**src/rtl/dmem_port_arbiter.sv**
```systemverilog
// Shares the single DataMemory port between the core load/store path and a debug/loader master.
// Core accesses complete in the granted cycle; debug gets registered read data and a bounded lock.
module dmem_port_arbiter #(
    parameter int unsigned ADDR_W   = 7,
    parameter int unsigned DATA_W   = 32,
    parameter int unsigned MAX_HOLD = 8
) (
    input  logic              clk,
    input  logic              reset,
    input  logic              core_req,
    input  logic              core_we,
    input  logic [ADDR_W-1:0] core_addr,
    input  logic [DATA_W-1:0] core_wdata,
    output logic [DATA_W-1:0] core_rdata,
    output logic              core_stall,
    input  logic              dbg_req,
    input  logic              dbg_we,
    input  logic              dbg_lock,
    input  logic [ADDR_W-1:0] dbg_addr,
    input  logic [DATA_W-1:0] dbg_wdata,
    output logic              dbg_gnt,
    output logic [DATA_W-1:0] dbg_rdata,
    output logic              dbg_rvalid,
    output logic [ADDR_W-1:0] mem_addr,
    output logic [DATA_W-1:0] mem_wdata,
    input  logic [DATA_W-1:0] mem_rdata,
    output logic              MemRead,
    output logic              MemWrite
);

    localparam int unsigned HOLD_W = $clog2(MAX_HOLD + 1);
    localparam logic [HOLD_W-1:0] HOLD_MAX = HOLD_W'(MAX_HOLD);

    typedef enum logic [1:0] {
        ST_IDLE,
        ST_CORE,
        ST_DBG,
        ST_DBG_LOCK
    } state_t;

    state_t            state;
    state_t            state_nxt;
    logic              last_gnt_dbg;
    logic [HOLD_W-1:0] hold_cnt;
    logic              core_gnt;

    // Grant arbitration: single requester, then bounded lock, then round robin
    always_comb begin
        core_gnt = 1'b0;
        dbg_gnt  = 1'b0;
        if (!reset) begin
            if (core_req && !dbg_req) begin
                core_gnt = 1'b1;
            end else if (dbg_req && !core_req) begin
                dbg_gnt = 1'b1;
            end else if (core_req && dbg_req) begin
                if (state == ST_DBG_LOCK && dbg_lock && hold_cnt < HOLD_MAX) begin
                    dbg_gnt = 1'b1;
                end else if (last_gnt_dbg) begin
                    core_gnt = 1'b1;
                end else begin
                    dbg_gnt = 1'b1;
                end
            end
        end
    end

    // Memory port mux; idle port drives zeros
    always_comb begin
        mem_addr  = '0;
        mem_wdata = '0;
        MemRead   = 1'b0;
        MemWrite  = 1'b0;
        if (core_gnt) begin
            mem_addr  = core_addr;
            mem_wdata = core_wdata;
            MemRead   = ~core_we;
            MemWrite  = core_we;
        end else if (dbg_gnt) begin
            mem_addr  = dbg_addr;
            mem_wdata = dbg_wdata;
            MemRead   = ~dbg_we;
            MemWrite  = dbg_we;
        end
    end

    assign core_rdata = mem_rdata;
    assign core_stall = core_req & ~core_gnt & ~reset;

    always_comb begin
        state_nxt = ST_IDLE;
        if (core_gnt) begin
            state_nxt = ST_CORE;
        end else if (dbg_gnt) begin
            state_nxt = dbg_lock ? ST_DBG_LOCK : ST_DBG;
        end
    end

    always_ff @(posedge clk or posedge reset) begin
        if (reset) begin
            state        <= ST_IDLE;
            last_gnt_dbg <= 1'b1;
            hold_cnt     <= '0;
            dbg_rdata    <= '0;
            dbg_rvalid   <= 1'b0;
        end else begin
            state <= state_nxt;
            if (core_gnt) begin
                last_gnt_dbg <= 1'b0;
            end else if (dbg_gnt) begin
                last_gnt_dbg <= 1'b1;
            end
            // Starvation counter only runs while the core is actually waiting
            if (core_gnt || !core_req) begin
                hold_cnt <= '0;
            end else if (dbg_gnt && hold_cnt != HOLD_MAX) begin
                hold_cnt <= hold_cnt + HOLD_W'(1);
            end
            dbg_rvalid <= dbg_gnt & ~dbg_we;
            if (dbg_gnt && !dbg_we) begin
                dbg_rdata <= mem_rdata;
            end
        end
    end

endmodule

```
**config.mk**
```make
export PLATFORM = sky130hd
export DESIGN_NAME = dmem_port_arbiter
export DESIGN_NICKNAME = d
export VERILOG_FILES = /design/src/rtl/dmem_port_arbiter.sv
export SDC_FILE = /design/constraint.sdc
export NUM_CORES = 1
export LEC_CHECK = 0
export CAP_MARGIN = 20
export CORE_MARGIN = 5
export CORE_UTILIZATION = 28
export CTS_CLUSTER_SIZE = 12
export DETAILED_ROUTE_END_ITERATION = 8
export GPL_TIMING_DRIVEN = 1
export PLACE_DENSITY = 0.78
export SLEW_MARGIN = 40
export SYNTH_ARGS = -nofsm -noshare
export SYNTH_HDL_FRONTEND = slang
export SYNTH_SLANG_ARGS = --single-unit
```
**constraint.sdc**
```tcl
create_clock -name clk -period 2.05 [get_ports clk]
set_clock_uncertainty 0.05 [all_clocks]
set_input_delay 0.205 -clock clk [delete_from_list [all_inputs] [get_ports clk]]
set_output_delay 0.205 -clock clk [all_outputs]
set_load 0.03 [all_outputs]
```
==> results.md <==
* Netlist Area Pre-Place at between 2000 and 2500 sq um
* H-tree depth at 2
* Worst Tran Pin Value at 0.5046 ns
* Failing checks: setup timing
* Post-Syn Nets at 312
* Avg WL per Cell at between 15 and 20 microns
* Worst min-delay path class: input port to asynchronous set/reset pin
* Library cells used by synthesis at 31
* Seq pwr share at 0.306
* Post-synthesis sequential area ratio at 0.4198
* Post-Place Setup Slack at -0.05271 ns
* Die H at 102.3 microns
* Unrepaired setup endpoints after global routing: true
* Tot GR Track Use at 0.1629
* Layout area overhead at 106.7%
* Layout net count at roughly 520
* DP Wirelength at approximately 7.4 mm
* Antenna cell count at 0
* Status: finished, violations left
* FP Rows at 33
* CTS Root Cell: clkbuf_8
* Yosys warning total at 0
* Fin Hold WS at between 0.4 and 0.5 ns
* Worst Path Required at 1.79 ns
* Filler cell count at 674
* Initial antenna violation count at 0
* Vias in the first global route at roughly 2,500
* CP Launch Type: flop
* Avg Cell Area, Syn at 12.37 sq um
* Maxcap violations at 0
* Worst-path maximum fanout at 11
* R2r setup slk at 0.14 ns
* Seq cells post-synth at 40
* Gate Count Post-Synth at slightly below 200
* Vias at 2,344
* Vias/cell at 4.605
* Footprint of the multi-input gates at about 1100 sq um
* Peak Freq at 475.0 MHz
* Cell internal pwr at approximately 2.2 mW
* CTS tree: done
* Total wire length at around 9.0 mm
* Kind of critical path: flop to primary output
* Clock latency on the worst-skew pair at 0.28 ns
* Power per Cell Area at about 700 nW/um^2
* Arrival @ worst endpoint at 1.85 ns
* Sw frac at 0.3643
* Core area at 8258 sq um
* Worst Setup Slack, final at -0.05521 ns
* Clock group share of total power at 0.145
* Initial Util at 0.2891
* Sw Pwr at between 1 and 1.5 mW
* Fin crit share at 1.027
* Share of layout cells above drive strength 1 at 0.2946
* CTS Buf Count at 5
* Drt pass-1 iters at 6
* Clk buf depth at 2
* Die W at 102.3 microns
* P_leak at roughly 2.1 nW
* First-pass GRT wire length at 13.05 mm
* Worst Setup End Kind: primary output
* Fin. Hold Viols at 0
* ANT nets after route at 0
* Largest net degree at the start of global routing at 42
* Comb pwr share at 0.549
* Remaining global-route overflow at 0
* Fin. max-slew vios at 0
* Port buffer count at 224
* VDD IR max at 0.0002589 V
* RD Place Congestion at 0.8520
* Reg area at 1002 sq um
* CTS clk-pin slew, worst paths at 0.08 ns
* Final setup viols at 34
* IO Pins at 225
* Clock sinks at 40
* DRC Markers at 0
* Min Clock Period, post-route at 2.105 ns
* Max-slew headroom at 0.6636
* Drt initial violations at 76
* Die area at 10,470 sq um
-- layout by cell type (no fill, tap or decap), types with 3 or more instances in the layout --
cell	count
buf_12	10
a22o_4	3
buf_4	19
a22o_1	37
clkbuf_8	5
dfrtp_1	39
mux2_4	28
inv_1	3
mux2_2	4
clkdlybuf4s50_1	181
buf_6	35
nand2_1	3
-- cell usage after synthesis --
library cell  count  area share
nor2b_4           1      0.0058
buf_2             5       0.010
mux2_2            4       0.019
mux2_4           28        0.18
and3_1            1      0.0026
nand2_1           3      0.0047
o21bai_1          1      0.0031
buf_6             5       0.024
nor2b_1           1      0.0026
xor2_1            1      0.0037
o21a_1            3      0.0094
xnor2_1           1      0.0037
and4b_1           1      0.0042
nor2_1            3      0.0047
a21o_1            1      0.0031
buf_4            32        0.10
ha_1              2       0.010
dfstp_2           1       0.011
inv_1             5      0.0079
o211ai_1          2      0.0063
nor3_1            1      0.0021
or2_1             1      0.0026
nand3_1           1      0.0021
or3_1             1      0.0026
a21oi_1           2      0.0042
nand3b_1          1      0.0031
o21ai_0           2      0.0042
a22o_1           40        0.15
dfrtp_1          39        0.41
and4b_4           1      0.0058
clkbuf_1          3      0.0047
-- layout make-up --
class                      instances  area share
inverter                           5    0.004564
clock buffer                       5     0.01395
timing repair buffer             248      0.5276
clock inverter                     3    0.003803
multi-input combinational        103      0.2203
sequential                        40      0.2031
tap                              105     0.02662
-- cells by family after synthesis --
kind of cell / synth area share
xor gates and xnor gates: 0.007339
adders and majority gates: 0.01048
buffers and inverters: 0.1473
AOI/OAI and AO/OA: 0.1772
DFF: 0.4198
muxes: 0.1950
and+or+nand+nor: 0.04298
-- layer usage --
metal  GRT usage  part of all wire  vias up
met5           0                 0        -
met4     0.04541             0.017        0
met3     0.06280              0.12       13
met2      0.3043              0.52      155
met1      0.1688              0.34     1083
li1            -                 -     1093
-- power groups by stage --
| stage | logic (mW) | registers [mW] | clock network [mW] |
|---|---|---|---|
| 6_report | 1.90 | 1.06 | 0.501 |
| 3_3_place_gp | 1.80 | 1.06 | 0 |
| 4_1_cts | 1.87 | 1.06 | 0.536 |
| 2_1_floorplan | 0.647 | 1.40 | 0 |
| 3_5_place_dp | 1.82 | 1.07 | 0 |
| 5_1_grt | 1.98 | 1.08 | 0.569 |
-- through the flow --
| step | cell area [sq um] | std cells | utilization | total power [mW] | setup TNS [ns] |
|---|---|---|---|---|---|
| after floorplan | 2391 | 193 | - | 2.047 | 0 |
| after global placement | 4552 | 492 | 0.5512 | 2.861 | -0.05560 |
| after detailed placement | 4552 | 492 | 0.5512 | 2.886 | -0.5621 |
| after CTS | 4776 | 504 | 0.5783 | 3.459 | -0.6796 |
| after global routing | 4935 | 509 | 0.5976 | 3.633 | -4.155 |
| final | 4935 | 509 | 0.5976 | 3.452 | -0.8850 |
-- sequential cells by signal, indices dropped and copies added, names as in the netlist --
register and count:
last_gnt_dbg 1, dbg_rvalid 1, state 2, hold_cnt 4
dbg_rdata 32
-- critical path, stage by stage, from the launching register on --
cell     delay, ns
dfrtp_1       0.39
and4b_4       0.35
o21a_4        0.14
nor2_4        0.05
buf_6         0.14
buf_12        0.14
a22o_1        0.21
buf_12        0.14
-- repair_timing --
action	in CTS	in global routing
pin swaps	5	8
gates cloned	0	3
hold endpoints to repair	0	0
buffers inserted	4	2
endpoints found under the setup margin	40	42
hold buffers	0	0
resized for setup	27	20
-- final timing paths --
path                                    from       endpoint  depth (start not counted)
max in group asynchronous              reset  dbg_rdata[16]                          3
min in group clk                last_gnt_dbg   last_gnt_dbg                          2
worst min register to register  last_gnt_dbg   last_gnt_dbg                          2
worst max register to register   hold_cnt[3]  dbg_rdata[19]                          5
worst max-delay path             hold_cnt[3]  mem_wdata[29]                          7
worst min-delay path                   reset    hold_cnt[3]                          3
Power figures use the tool's default switching activity.
